$ cat src/rtl/i2c_expander_pkg.sv
// i2c_expander_pkg: shared state encoding, register map, reset values and pointer helper
package i2c_expander_pkg;

    typedef enum logic [3:0] {
        IDLE,
        ADDR,
        ADDR_ACK,
        PTR,
        PTR_ACK,
        WDATA,
        WDATA_ACK,
        RDATA,
        RDATA_ACK,
        IGNORE
    } state_e;

    localparam logic [7:0] REG_IODIR = 8'h00;
    localparam logic [7:0] REG_IPOL  = 8'h01;
    localparam logic [7:0] REG_GPPU  = 8'h06;
    localparam logic [7:0] REG_GPIO  = 8'h09;
    localparam logic [7:0] REG_OLAT  = 8'h0A;
    localparam logic [7:0] REG_LAST  = 8'h0A;

    localparam logic [7:0] IODIR_RST = 8'hFF;
    localparam logic [7:0] IPOL_RST  = 8'h00;
    localparam logic [7:0] GPPU_RST  = 8'h00;
    localparam logic [7:0] OLAT_RST  = 8'h00;

    // Auto-increment wraps at the top of the map; out-of-map pointers count on modulo 256
    function automatic logic [7:0] ptr_inc(input logic [7:0] p);
        return (p == REG_LAST) ? 8'h00 : p + 8'h01;
    endfunction

endpackage

$ cat src/rtl/i2c_expander_target_bus_sync.sv
// i2c_bus_sync: synchronises scl/sda and flags START, STOP and scl edges
module i2c_bus_sync #(
    parameter int SYNC_STAGES = 2
) (
    input  logic clk,
    input  logic reset,
    input  logic scl,
    input  logic sda_in,
    output logic sda_s,
    output logic scl_rise,
    output logic scl_fall,
    output logic start_det,
    output logic stop_det
);

    logic [SYNC_STAGES-1:0] scl_sync_q, scl_sync_d, sda_sync_q, sda_sync_d;
    logic                   scl_prev_q, scl_prev_d, sda_prev_q, sda_prev_d;
    logic                   scl_s;

    // Shift the raw pins through the synchroniser and remember the last settled levels
    always_comb begin
        scl_sync_d = (scl_sync_q << 1) | SYNC_STAGES'(scl);
        sda_sync_d = (sda_sync_q << 1) | SYNC_STAGES'(sda_in);
        scl_s      = scl_sync_q[SYNC_STAGES-1];
        sda_s      = sda_sync_q[SYNC_STAGES-1];
        scl_prev_d = scl_s;
        sda_prev_d = sda_s;
        scl_rise   = scl_s & ~scl_prev_q;
        scl_fall   = ~scl_s & scl_prev_q;
        start_det  = scl_s & scl_prev_q & sda_prev_q & ~sda_s;
        stop_det   = scl_s & scl_prev_q & ~sda_prev_q & sda_s;
    end

    // Idle bus level is high, so every stage resets to 1 to avoid a false edge
    always_ff @(posedge clk) begin
        if (reset) begin
            scl_sync_q <= '1;
            sda_sync_q <= '1;
            scl_prev_q <= 1'b1;
            sda_prev_q <= 1'b1;
        end else begin
            scl_sync_q <= scl_sync_d;
            sda_sync_q <= sda_sync_d;
            scl_prev_q <= scl_prev_d;
            sda_prev_q <= sda_prev_d;
        end
    end

endmodule

$ cat src/rtl/i2c_expander_target.sv
// i2c_expander_target: I2C target with an MCP23008-style GPIO register map
module i2c_expander_target #(
    parameter logic [6:0] DEV_ADDR    = 7'h20,
    parameter int         SYNC_STAGES = 2
) (
    input  logic       clk,
    input  logic       reset,
    input  logic       scl,
    input  logic       sda_in,
    output logic       sda_oe,
    input  logic [7:0] gpio_in,
    output logic [7:0] gpio_out,
    output logic [7:0] iodir,
    output logic       busy
);

    import i2c_expander_pkg::*;

    logic       sda_s, scl_rise, scl_fall, start_det, stop_det, byte_go;
    logic [7:0] rd_data;

    state_e     state_q, state_d;
    logic [2:0] cnt_q, cnt_d;
    logic [7:0] shreg_q, shreg_d, tx_q, tx_d, ptr_q, ptr_d;
    logic       byte_done_q, byte_done_d, nack_q, nack_d, oe_q, oe_d;
    logic [7:0] iodir_q, iodir_d, ipol_q, ipol_d, gppu_q, gppu_d, olat_q, olat_d;

    i2c_bus_sync #(.SYNC_STAGES(SYNC_STAGES)) u_sync (
        .clk       (clk),
        .reset     (reset),
        .scl       (scl),
        .sda_in    (sda_in),
        .sda_s     (sda_s),
        .scl_rise  (scl_rise),
        .scl_fall  (scl_fall),
        .start_det (start_det),
        .stop_det  (stop_det)
    );

    // Register read mux; GPIO reflects the live pins with polarity inversion applied
    always_comb begin
        rd_data = 8'h00;
        case (ptr_q)
            REG_IODIR: rd_data = iodir_q;
            REG_IPOL:  rd_data = ipol_q;
            REG_GPPU:  rd_data = gppu_q;
            REG_GPIO:  rd_data = gpio_in ^ ipol_q;
            REG_OLAT:  rd_data = olat_q;
            default:   rd_data = 8'h00;
        endcase
    end

    // Protocol FSM: bit shifting, ACK timing, pointer handling and register writes
    always_comb begin
        state_d     = state_q;
        cnt_d       = cnt_q;
        shreg_d     = shreg_q;
        tx_d        = tx_q;
        ptr_d       = ptr_q;
        byte_done_d = 1'b0;
        nack_d      = nack_q;
        oe_d        = oe_q;
        iodir_d     = iodir_q;
        ipol_d      = ipol_q;
        gppu_d      = gppu_q;
        olat_d      = olat_q;
        byte_go     = byte_done_q & ~start_det & ~stop_det;
        if (scl_rise && (state_q inside {ADDR, PTR, WDATA, RDATA})) begin
            shreg_d     = {shreg_q[6:0], sda_s};
            cnt_d       = cnt_q + 3'd1;
            byte_done_d = (cnt_q == 3'd7);
        end
        case (state_q)
            ADDR: if (byte_go) state_d = (shreg_q[7:1] == DEV_ADDR) ? ADDR_ACK : IGNORE;
            PTR: if (byte_go) begin
                ptr_d   = shreg_q;
                state_d = PTR_ACK;
            end
            WDATA: if (byte_go) begin
                if (ptr_q == REG_IODIR) iodir_d = shreg_q;
                if (ptr_q == REG_IPOL) ipol_d = shreg_q;
                if (ptr_q == REG_GPPU) gppu_d = shreg_q;
                if (ptr_q == REG_GPIO || ptr_q == REG_OLAT) olat_d = shreg_q;
                ptr_d   = ptr_inc(ptr_q);
                state_d = WDATA_ACK;
            end
            // First fall after the byte starts the ACK, the second ends it
            ADDR_ACK, PTR_ACK, WDATA_ACK: if (scl_fall) begin
                if (!oe_q) begin
                    oe_d = 1'b1;
                end else if (state_q == ADDR_ACK && shreg_q[0]) begin
                    tx_d    = rd_data;
                    oe_d    = ~rd_data[7];
                    state_d = RDATA;
                end else begin
                    oe_d    = 1'b0;
                    state_d = (state_q == ADDR_ACK) ? PTR : WDATA;
                end
            end
            // cnt wraps to 0 after the 8th rise, marking the end of the byte
            RDATA: if (scl_fall) begin
                if (cnt_q == 3'd0) begin
                    oe_d    = 1'b0;
                    state_d = RDATA_ACK;
                end else begin
                    tx_d = tx_q << 1;
                    oe_d = ~tx_q[6];
                end
            end
            RDATA_ACK: if (scl_rise) begin
                nack_d = sda_s;
                ptr_d  = ptr_inc(ptr_q);
            end else if (scl_fall) begin
                if (nack_q) begin
                    state_d = IGNORE;
                end else begin
                    tx_d    = rd_data;
                    oe_d    = ~rd_data[7];
                    cnt_d   = 3'd0;
                    state_d = RDATA;
                end
            end
            default: ;
        endcase
        if (start_det) begin
            state_d     = ADDR;
            cnt_d       = 3'd0;
            oe_d        = 1'b0;
            byte_done_d = 1'b0;
        end else if (stop_det) begin
            state_d     = IDLE;
            oe_d        = 1'b0;
            byte_done_d = 1'b0;
        end
    end

    // State and register file; the pointer deliberately survives STOP
    always_ff @(posedge clk) begin
        if (reset) begin
            state_q     <= IDLE;
            cnt_q       <= 3'd0;
            shreg_q     <= 8'h00;
            tx_q        <= 8'h00;
            ptr_q       <= 8'h00;
            byte_done_q <= 1'b0;
            nack_q      <= 1'b0;
            oe_q        <= 1'b0;
            iodir_q     <= IODIR_RST;
            ipol_q      <= IPOL_RST;
            gppu_q      <= GPPU_RST;
            olat_q      <= OLAT_RST;
        end else begin
            state_q     <= state_d;
            cnt_q       <= cnt_d;
            shreg_q     <= shreg_d;
            tx_q        <= tx_d;
            ptr_q       <= ptr_d;
            byte_done_q <= byte_done_d;
            nack_q      <= nack_d;
            oe_q        <= oe_d;
            iodir_q     <= iodir_d;
            ipol_q      <= ipol_d;
            gppu_q      <= gppu_d;
            olat_q      <= olat_d;
        end
    end

    assign sda_oe   = oe_q;
    assign gpio_out = olat_q;
    assign iodir    = iodir_q;
    assign busy     = (state_q != IDLE);

endmodule

$ cat config.mk
export PLATFORM = sky130hd
export DESIGN_NAME = i2c_expander_target
export DESIGN_NICKNAME = d
export VERILOG_FILES = /design/src/rtl/i2c_expander_pkg.sv /design/src/rtl/i2c_expander_target_bus_sync.sv /design/src/rtl/i2c_expander_target.sv
export SDC_FILE = /design/constraint.sdc
export NUM_CORES = 1
export LEC_CHECK = 0
export BUFFER_PORTS_ARGS = -buffer_cell sky130_fd_sc_hd__buf_2
export CELL_PAD_IN_SITES_DETAIL_PLACEMENT = 0
export CELL_PAD_IN_SITES_GLOBAL_PLACEMENT = 2
export CORE_MARGIN = 4
export CORE_UTILIZATION = 30
export CTS_BUF_LIST = sky130_fd_sc_hd__clkbuf_8 sky130_fd_sc_hd__clkbuf_16
export DETAILED_ROUTE_END_ITERATION = 10
export PLACE_DENSITY = 0.73
export SETUP_SLACK_MARGIN = 0.3
export SLEW_MARGIN = 5
export SYNTH_ARGS = -nofsm -noshare
export SYNTH_HDL_FRONTEND = slang
export SYNTH_SLANG_ARGS = --single-unit
export TNS_END_PERCENT = 1
$ cat constraint.sdc
create_clock -name clk -period 2 [get_ports clk]
set_input_delay 0.2 -clock clk [delete_from_list [all_inputs] [get_ports clk]]
set_output_delay 0.2 -clock clk [all_outputs]
set_load 0.005 [all_outputs]
== Word level (Yosys, flattened, before mapping) ==
Cells that the tools add are included.

* Bits in registers: 71
* Bits of input ports: 12
* Word-level logic and storage cells: 146

* Add/sub/neg operators: 2
* Equal/unequal tests: 36
* Muxes and demuxes: 45
* Bitwise operators: 21
* Reductions and logical operators: 25

{| class="wikitable"
|+ Operators by type and width
! operator !! count
|-
| $mux 7 || 8
|-
| $mux 4 || 11
|-
| $pmux 8 s5 || 1
|-
| $mux 8 || 4
|-
| $ne 4x4->1 const B || 8
|-
| $ne 2x2->1 const B || 12
|-
| $pmux 4 s6 || 1
|-
| $pmux 8 s3 || 1
|-
| $mux 3 || 7
|-
| $pmux 7 s3 || 1
|-
| $reduce_and 10->1 || 2
|-
| $eq 4x3->1 const B || 4
|-
| $eq 8x4->1 const B || 2
|-
| $reduce_and 3->1 || 4
|-
| $mux 1 || 10
|-
| $and 1x1->1 || 9
|-
| $not 1->1 || 9
|-
| $reduce_and 9->1 || 1
|-
| $add 8x1->8 const B || 1
|-
| $eq 4x2->1 const B || 2
|-
| $eq 8x1->1 const B || 1
|-
| $eq 8x3->1 const B || 1
|-
| $logic_not 8->1 || 1
|-
| $reduce_bool 4->1 || 2
|-
| other kinds (22) || 26
|}

== Longest topological paths before layout ==
Gate-level depths: netlist of run 1.

* Depth after elaboration: 10
* Mapped depth: 9
* Gate-level depth less buffers: 7

== Modules after synthesis ==
A second synthesis of run 1 with hierarchy kept.

* Cell total of the unflattened synthesis: 464
* Area, all modules: 3821.2 µm²

{| class="wikitable"
|+ By module, submodules not included
! module !! times used !! cells each !! area an instance (µm²) !! sequential area each (µm²)
|-
| i2c_expander_target || 1 || 448 || 3631.0 || 1301.2
|-
| i2c_bus_sync || 1 || 16 || 190.2 || 120.1
|}

== Worst setup path after synthesis of run 1 ==
Ideal clock, no wire load.

* Path kind: reg2reg
* From: reg ptr_q[0]
* To: reg iodir_q[6] (netlist: iodir[6])
* Library setup time: 120 ps
* Arrival time: 2063 ps
* Required time: 1880 ps
* Setup slack: -182 ps
* Cell stages (with the launch flop): 9
* Path buffers: 1
* Cells stage by stage: dfxtp_1 > inv_1 > ha_1 > nor3b_1 > inv_1 > nor3_4 > buf_4 > nor2b_1 > a211o_1

* Cells in the longest elaborated chain, start to end: 2

{| class="wikitable"
|+ Ends and longest elaborated chain
! element !! line !! text
|-
| start: declaration || i2c_expander_target.sv:24 || <nowiki>logic [7:0] shreg_q, shreg_d, tx_q, tx_d, ptr_q, ptr_d;</nowiki>
|-
| start signal: assignment || i2c_expander_target.sv:157 || <nowiki>ptr_q <= ptr_d;</nowiki>
|-
| $logic_not 8->1 || i2c_expander_target.sv:80 || <nowiki>if (ptr_q == REG_IODIR) iodir_d = shreg_q;</nowiki>
|-
| $reduce_and 3->1 (no source line) || -- ||
|-
| end signal: assignment || i2c_expander_target.sv:161 || <nowiki>iodir_q <= iodir_d;</nowiki>
|-
| end: declaration || i2c_expander_target.sv:26 || <nowiki>logic [7:0] iodir_q, iodir_d, ipol_q, ipol_d, gppu_q, gppu_d, olat_q, olat_d;</nowiki>
|}

Every way passes these cells.
A chain may end at the register's enable or synchronous reset.

== Worst setup path in the final report of run 1 ==
* From: reg ptr_q[4]
* To: reg ipol_q[0]

* Cells in the longest elaborated chain, start to end: 2

{| class="wikitable"
|+ Ends and longest elaborated chain
! element !! line !! text
|-
| $eq 8x1->1 || i2c_expander_target.sv:81 || <nowiki>if (ptr_q == REG_IPOL) ipol_d = shreg_q;</nowiki>
|-
| $reduce_and 3->1 (no source line) || -- ||
|-
| end signal: assignment || i2c_expander_target.sv:162 || <nowiki>ipol_q <= ipol_d;</nowiki>
|-
| end: declaration || i2c_expander_target.sv:26 ||
|}

Every way passes these cells.

==> results of run 1 <==
critical path, stage by stage (launching register included):
cell      delay (ps)
dfxtp_2          330
buf_6            120
nor4_4           350
nand3b_4         110
or4_4            610
mux2i_1          190
nor2_1            50
cell usage in the layout (no fill, tap or decap), types with 3 or more instances in the layout:
cell type	netlist	final
a211oi_1	5	5
nand4_1	4	4
a211o_1	8	8
or2_2	9	9
a22oi_1	8	8
buf_2	8	29
nand2b_1	4	4
mux2i_1	16	16
a311oi_1	3	3
nor3_1	6	6
and3_1	3	3
nand2_1	59	59
nor4b_1	3	3
nand3_1	5	5
a22o_1	5	5
a21oi_1	39	39
o21ai_0	31	31
clkbuf_16	0	9
dfxtp_1	71	64
xor2_1	8	8
ha_1	7	5
o221ai_1	4	3
a221oi_1	3	3
a21boi_0	3	3
and2_1	6	6
inv_1	7	5
dfxtp_2	0	7
clkinv_2	0	3
nor2_1	34	34
nor2b_1	14	12
buf_4	2	50
o31ai_1	5	4
cells by family (layout without fill, tap and decap cells):
kind of cell               after synthesis  after routing  synth area share
AOI/OAI and AO/OA                      133            133             0.234
xor gates and xnor gates                11             11            0.0255
adders and majority gates                7              7            0.0232
buffers and inverters                   44            104            0.0504
DFF                                     71             71             0.377
muxes                                   17             17            0.0455
and+or+nand+nor                        172            172             0.244
registers in the layout (all words and copies together) (netlist names):
name / flops
shreg_q: 8
u_sync.scl_sync_q: 2
iodir: 8
u_sync.scl_prev_q: 1
nack_q: 1
ptr_q: 8
byte_done_q: 1
tx_q: 7
gppu_q: 8
gpio_out: 8
u_sync.sda_prev_q: 1
ipol_q: 8
state_q: 4
sda_oe: 1
cnt_q: 3
u_sync.sda_sync_q: 2
worst max-delay path by stage:
stage          cells past startpoint   endpoint     start  slack (ps)
2_1_floorplan                      6  ipol_q[0]  ptr_q[7]         160
3_3_place_gp                       5    tx_q[5]  ptr_q[7]        -100
3_5_place_dp                       5    tx_q[5]  ptr_q[7]         -60
4_1_cts                            5  ipol_q[0]  ptr_q[6]         110
5_1_grt                            6  ipol_q[6]  ptr_q[4]           4
6_report                           6  ipol_q[0]  ptr_q[4]          90
power breakdown:
| group | switching, mW | internal [mW] |
|---|---|---|
| Clock | 0.628 | 1.12 |
| Sequential | 0.0995 | 1.49 |
| Combinational | 0.742 | 0.660 |
| Total | 1.47 | 3.27 |
per-stage QoR:
step                      utilization  hold WS, ps  power [mW]  worst slack, ps  cells
after floorplan                     -          304        2.44              161    455
after global placement          0.358          391        2.91             -103    661
after detailed placement        0.358          392        2.92            -55.4    661
after CTS                       0.390         43.8        4.76              106    679
after global routing            0.393         50.4        4.99             3.86    683
final                           0.393         46.4        4.74             90.9    683
repair_timing:
action | CTS | global route
gates resized for setup | 16 | 2
pin swaps | 6 | 6
setup endpoints to repair | 49 | 58
buffers inserted | 2 | 4
cell type report:
type | count | share of cell area
Clock inverter | 6 | 0.0175
Tap cell | 168 | 0.0440
Timing Repair Buffer | 81 | 0.115
Clock buffer | 10 | 0.0500
Sequential cell | 71 | 0.299
Multi-Input combinational cell | 340 | 0.468
Inverter | 7 | 0.00550
metal layers:
metal | track usage | vias to the layer above | wire [um]
met1 | 0.237 | 1690 | 5720
met2 | 0.255 | 79 | 5310
met5 | 0 | - | 0
met3 | 0.0339 | 18 | 567
met4 | 0.0544 | 0 | 222
li1 | - | 1740 | -
==> results.cfg, run 1 <==
[outcome]
outcome = finished clean

[final_layout]
syn_to_final_growth_pct = 26.7
fillers = 1255
drive_gt1_frac = 0.270
seqCellArea_sq_mm = 0.00143
final_area_sq_mm = 0.00478
antennaDiodeCount = 0
multi_input_area_sq_mm = 0.00224
nets = 529

[setup_path]
critPathRequiredTime_ps = 2190
r2r_cells = 6
reg2reg_from = ptr_q[4]
worstReg2RegEnd = ipol_q[0]
reg2reg_setup_slack_ps = 90
cp.arrival_ps = 2100
crit_fanout = 8
startpoint_type = flip-flop
endpoint_kind = flip-flop
critPathKind = reg2reg

[sta]
report.final.slew_viol_count = 0
rsz0062_at_grt = yes
finalSetupTns_ps = 0
worst_slew_pin_slew_ps = 695
finalCritPeriodShare = 0.955
setup_viol = 0
period_needed_ps = 1910
clock.fmax_mhz = 524
slew_headroom = 0.537
hold_viol = 0
finClkSkew_ps = 6.21

[synth]
synth_top_area_share = 0.377
avgSynthCellArea_sq_um = 8.29
synth_nets = 474
netlist_area_sq_mm = 0.00377
async_reset_ff_frac = 0
yosysWarnings = 0
ys_seq_area_frac = 0.377
yosysMostFrequentCell = dfxtp_1
yosys-top-cells-count = dfxtp_1, nand2_1, a21oi_1
syn_inst = 455
yosysTopAreaCell = dfxtp_1
yosysUniqueCellTypes = 65
synthTopCellsByArea = dfxtp_1, nand2_1, a21oi_1, mux2i_1, o21ai_0
ys_ff_latch = 71
synth_edf_count = 0
synthFlopType = dfxtp_1

[die]
chipHeight_um = 120
ios = 30
initial_core_util = 0.310
std_cell_rows = 40
fp.dieW_um = 120
design.core.area_sq_mm = 0.0122
dieArea_sq_mm = 0.0144

[min_path]
min_from = scl
hold_class = in2reg
hold_depth = 2
min_to = u_sync.scl_sync_q[0]

[cts]
cts_buffer_depth = 2
holdBufCountCts = 0
cts-root-buf = clkbuf_16
insertion_delay_ps = 330
cts_buffers = 9
htreeDepth = 3
clk_pin_slew_ps = 60
cts_tree = done
numClockSinks = 71

[global_routing]
grt_usage = 0.168
antenna_found_initial = 0
grt_pass1_wl_um = 18800
grt_max_degree = 33
grt_pass1_vias = 3403
grt-ovfl-total = 0

[place]
dpl_cell_area_sq_mm = 0.00435
hpwl_um = 8430
port_buffers = 29
gp_congestion = 0.823

[detailed_routing]
vias = 3527
wire_per_inst_um = 17.3
first_pass_iters = 7
drtIter0Drc = 258
drc = 0
ant_nets = 0
via_per_inst = 5.16
routed_wl_um = 11800

[power_and_ir_drop]
p_leak_nw = 1.94
peakVddDrop_mv = 0.385
powerDensity_mw_per_mm2 = 991

[run]
max_cap_violations = 0
No activity file was read; power rests on OpenSTA's default activity.
==> run 2, diff against run 1 <==
--- a/config.mk
+++ b/config.mk
@@ -12,7 +12,7 @@
 export CORE_UTILIZATION = 30
 export CTS_BUF_LIST = sky130_fd_sc_hd__clkbuf_8 sky130_fd_sc_hd__clkbuf_16
 export DETAILED_ROUTE_END_ITERATION = 10
-export PLACE_DENSITY = 0.73
+export PLACE_DENSITY = 0.71
 export SETUP_SLACK_MARGIN = 0.3
 export SLEW_MARGIN = 5
 export SYNTH_ARGS = -nofsm -noshare
==> constraint.sdc (replaced) <==
create_clock -name clk -period 2.34 [get_ports clk]
set_input_delay 0.234 -clock clk [delete_from_list [all_inputs] [get_ports clk]]
set_output_delay 0.234 -clock clk [all_outputs]
set_load 0.005 [all_outputs]
==> run 2 against run 1 <==
  * Clock power is 9% lower
  * Count of clock-buffer cells in the layout fell by 1
  * Final area fell by 3.7%
  * Via count fell by 3.7%
  * Die area is the same
  * Non-clock buffer count down 22
==> results.cfg, run 2 (same netlist as run 1, synthesis figures left out) <==
[outcome]
outcome = finished clean

[sta]
report.final.slew_viol_count = 0
finClkSkew_ps = 6.13
worst_slew_pin_slew_ps = 530
clock.fmax_mhz = 487
finalCritPeriodShare = 0.877
fin_hold_ws_ps = 69.5
finalSetupTns_ps = 0
slew_headroom = 0.642
period_needed_ps = 2050
rsz0062_at_grt = yes
setup_viol = 0
hold_viol = 0

[global_routing]
grt-ovfl-total = 0
grtUsageMet3 = 0.0377
grt_max_degree = 23
grt_pass1_wl_um = 18000
top_usage_layer = met2
grt_use_met2 = 0.245
grt_usage = 0.163
use_met1 = 0.227
grt_pass1_vias = 3154
antenna_found_initial = 0

[cts]
cts_buffer_depth = 2
numClockSinks = 71
cts-root-buf = clkbuf_16
cts_buffers = 9
insertion_delay_ps = 340
cts_tree = done
holdBufCountCts = 0
htreeDepth = 3
clk_pin_slew_ps = 60

[final_layout]
fin_util = 0.378
fillers = 1303
nets = 507
antennaDiodeCount = 0
layout_common_cells = dfxtp_1, nand2_1, a21oi_1, nor2_1, o21ai_0
syn_to_final_growth_pct = 22.0
drive_gt1_frac = 0.217
seqCellArea_sq_mm = 0.00142
final_common_cell = dfxtp_1
multi_input_area_sq_mm = 0.00222

[setup_path]
reg2reg_from = ptr_q[4]
endpoint_kind = flip-flop
worstReg2RegEnd = tx_q[5]
reg2reg_setup_slack_ps = 290
startpoint_type = flip-flop
crit_fanout = 7
r2r_cells = 5
crit_start = ptr_q[4]
critPathRequiredTime_ps = 2630
critPathKind = reg2reg
cp.arrival_ps = 2340
endpoint = tx_q[5]

[detailed_routing]
ant_nets = 0
via_per_inst = 5.14
drc = 0
wire_per_inst_um = 17.2
vias = 3397
first_pass_iters = 4
routed_wl_um = 11400
drtIter0Drc = 243

[die]
chipHeight_um = 120
ios = 30
fp.dieW_um = 120
design.core.area_sq_mm = 0.0122
dieArea_sq_mm = 0.0144
initial_core_util = 0.310
std_cell_rows = 40

[power_and_ir_drop]
powerDensity_mw_per_mm2 = 868
p_leak_nw = 1.83
peakVddDrop_mv = 0.304

[run]
max_cap_violations = 0

[place]
port_buffers = 29
hpwl_um = 8270
gp_congestion = 0.815

[min_path]
hold_class = in2reg
-- run 2: layer usage --
layer	share of wire	wire (um)
met3	0.039	446
met5	0	0
met4	0.016	185
met1	0.49	5540
met2	0.46	5210
-- run 2: worst min path at each step --
| stage | startpoint | endpoint | slack [ps] | cells past startpoint |
|---|---|---|---|---|
| floorplan | scl | u_sync.scl_sync_q[0] | 340 | 1 |
| global placement | u_sync.scl_sync_q[0] | u_sync.scl_sync_q[1] | 390 | 1 |
| detailed placement | u_sync.scl_sync_q[0] | u_sync.scl_sync_q[1] | 400 | 1 |
| CTS | scl | u_sync.scl_sync_q[0] | 60 | 2 |
| global route | scl | u_sync.scl_sync_q[0] | 80 | 2 |
| finish | scl | u_sync.scl_sync_q[0] | 70 | 2 |
-- run 2: timing repair --
action | CTS | global route
setup buffers | 0 | 1
resized for setup | 1 | 13
endpoints found under the setup margin | 28 | 48
-- run 2: power breakdown --
group / switching [mW] / internal (mW) / total [mW]
Clock: 0.555 / 1.04 / 1.60
Combinational: 0.580 / 0.447 / 1.03
Sequential: 0.101 / 1.27 / 1.37
-- run 2: area by class of cell --
class | count | area share
Clock buffer | 9 | 0.0490
Clock inverter | 7 | 0.0261
Inverter | 7 | 0.00571
Multi-Input combinational cell | 340 | 0.483
Sequential cell | 71 | 0.310
Tap cell | 168 | 0.0457
Timing Repair Buffer | 59 | 0.0805
-- run 2: critical path, cell delays in order, from the launching register on --
cell and delay [ps]:
dfxtp_1 380, or4_1 590, buf_4 200, o311ai_0 510, buf_4 200, a22o_1 120
-- run 2: per-stage QoR --
stage	instance area (sq um)	setup WS [ps]	std cells	total power, mW
floorplan	3780	405	455	2.06
global placement	4190	261	644	2.33
detailed placement	4190	261	644	2.34
CTS	4540	246	660	3.96
global route	4600	238	661	4.20
finish	4600	287	661	3.99
==> run 3, diff against run 2 <==
--- a/config.mk
+++ b/config.mk
@@ -12,6 +12,7 @@
 export CORE_UTILIZATION = 30
 export CTS_BUF_LIST = sky130_fd_sc_hd__clkbuf_8 sky130_fd_sc_hd__clkbuf_16
 export DETAILED_ROUTE_END_ITERATION = 10
+export MAX_ROUTING_LAYER = met4
 export PLACE_DENSITY = 0.71
 export SETUP_SLACK_MARGIN = 0.3
 export SLEW_MARGIN = 5
==> run 3 against run 2 <==
  * Count of clock-buffer cells in the layout stayed put
  * Hold slack improved by 1.0 ps
  * Power shrank 0.15%
  * First-iteration DRC count increased by 15%
  * Via count increased by 0.77%
  * Final area unchanged
==> results.cfg, run 3 (same netlist as run 1, synthesis figures left out) <==
[outcome]
outcome = finished clean

[setup_path]
critPathKind = reg2reg
reg2reg_setup_slack_ps = 280
cp_slowest_stage_delay_ps = 590
cp.arrival_ps = 2340
startpoint_type = flip-flop
endpoint_kind = flip-flop
cp_common_cell = buf_4
critPathSlowestCell = or4_1
crit_fanout = 7
critPathRequiredTime_ps = 2630
crit_path_cell_trace = or4_1 -> buf_4 -> o311ai_0 -> buf_4 -> a22o_1

[cts]
htreeDepth = 3
cts_buffers = 9
numClockSinks = 71
holdBufCountCts = 0
clk_pin_slew_ps = 60
cts-root-buf = clkbuf_16
insertion_delay_ps = 340
cts_buffer_depth = 2
cts_tree = done

[die]
fp.dieW_um = 120
design.core.area_sq_mm = 0.0122
initial_core_util = 0.310
dieArea_sq_mm = 0.0144
std_cell_rows = 40
ios = 30
chipHeight_um = 120

[final_layout]
drive_gt1_frac = 0.217
antennaDiodeCount = 0
seqCellArea_sq_mm = 0.00142
syn_to_final_growth_pct = 22.0
layout_common_cells = dfxtp_1, nand2_1, a21oi_1, nor2_1, o21ai_0
multi_input_area_sq_mm = 0.00222
final_common_cell = dfxtp_1
nets = 507
fillers = 1303

[sta]
rsz0062_at_grt = yes
fin_hold_ws_ps = 70.5
setup_viol = 0
finClkSkew_ps = 6.36
slew_headroom = 0.642
finalSetupTns_ps = 0
hold_viol = 0
finalCritPeriodShare = 0.879
period_needed_ps = 2060
worst_slew_pin_slew_ps = 530
report.final.slew_viol_count = 0
clock.fmax_mhz = 486

[detailed_routing]
ant_nets = 0
first_pass_iters = 4
wire_per_inst_um = 17.1
routed_wl_um = 11300
drtIter0Drc = 280
drc = 0
vias = 3423
via_per_inst = 5.18

[global_routing]
grt_pass1_vias = 3163
grt_max_degree = 23
grt_pass1_wl_um = 17900
grt-ovfl-total = 0
grt_usage = 0.167
antenna_found_initial = 0

[power_and_ir_drop]
p_leak_nw = 1.83
peakVddDrop_mv = 0.303
powerDensity_mw_per_mm2 = 867

[place]
port_buffers = 29
gp_congestion = 0.827
hpwl_um = 8270

[min_path]
hold_class = in2reg

[run]
max_cap_violations = 0
## run 3: cell counts in the layout (fill, tap and decap cells not counted)
Identical to the previous run, type by type.
## run 3: final cells by class
| type | count | share of cell area |
|---|---|---|
| Sequential cell | 71 | 0.310 |
| Clock inverter | 7 | 0.0261 |
| Tap cell | 168 | 0.0457 |
| Multi-Input combinational cell | 340 | 0.483 |
| Timing Repair Buffer | 59 | 0.0805 |
| Clock buffer | 9 | 0.0490 |
| Inverter | 7 | 0.00571 |
## run 3: final timing paths
check,cells after the start,endpoint,from
setup reg to reg,5,tx_q[5],ptr_q[4]
setup / recovery,5,tx_q[5],ptr_q[4]
hold / removal,2,u_sync.scl_sync_q[0],scl
hold reg to reg,1,u_sync.sda_sync_q[1],u_sync.sda_sync_q[0]
## run 3: timing repair
action	CTS	global route
buffers inserted	0	1
pin swaps	0	0
setup endpoints to repair	28	48
hold endpoints to repair	0	0
gates cloned	0	0
resized for setup	1	13
## run 3: power breakdown
| group | switching (mW) | internal [mW] |
|---|---|---|
| combinational | 0.576 | 0.447 |
| sequential | 0.100 | 1.27 |
| clock | 0.553 | 1.04 |
| total | 1.23 | 2.76 |
## run 3: per-stage QoR
stage | worst slack [ps] | instances | area [sq um] | util | power, mW
floorplan | 405 | 455 | 3780 | - | 2.06
global placement | 261 | 644 | 4190 | 0.344 | 2.33
detailed placement | 261 | 644 | 4190 | 0.344 | 2.34
CTS | 246 | 660 | 4540 | 0.373 | 3.96
global route | 240 | 661 | 4600 | 0.378 | 4.20
finish | 283 | 661 | 4600 | 0.378 | 3.99
## run 3: worst max-delay path, delay by kind of cell (launching register included)
family | cells | cell delay [ps]
compound gates | 2 | 630
simple gates | 1 | 590
buf+inv | 2 | 400
flops | 1 | 380
## run 3: routing by layer
| metal | up-vias | track usage | wire, um |
|---|---|---|---|
| li1 | 1697 | - | - |
| met1 | 1643 | 0.227 | 5430 |
| met2 | 69 | 0.245 | 5070 |
| met3 | 14 | 0.0382 | 621 |
| met4 | 0 | 0.0565 | 186 |
| met5 | - | - | 0 |
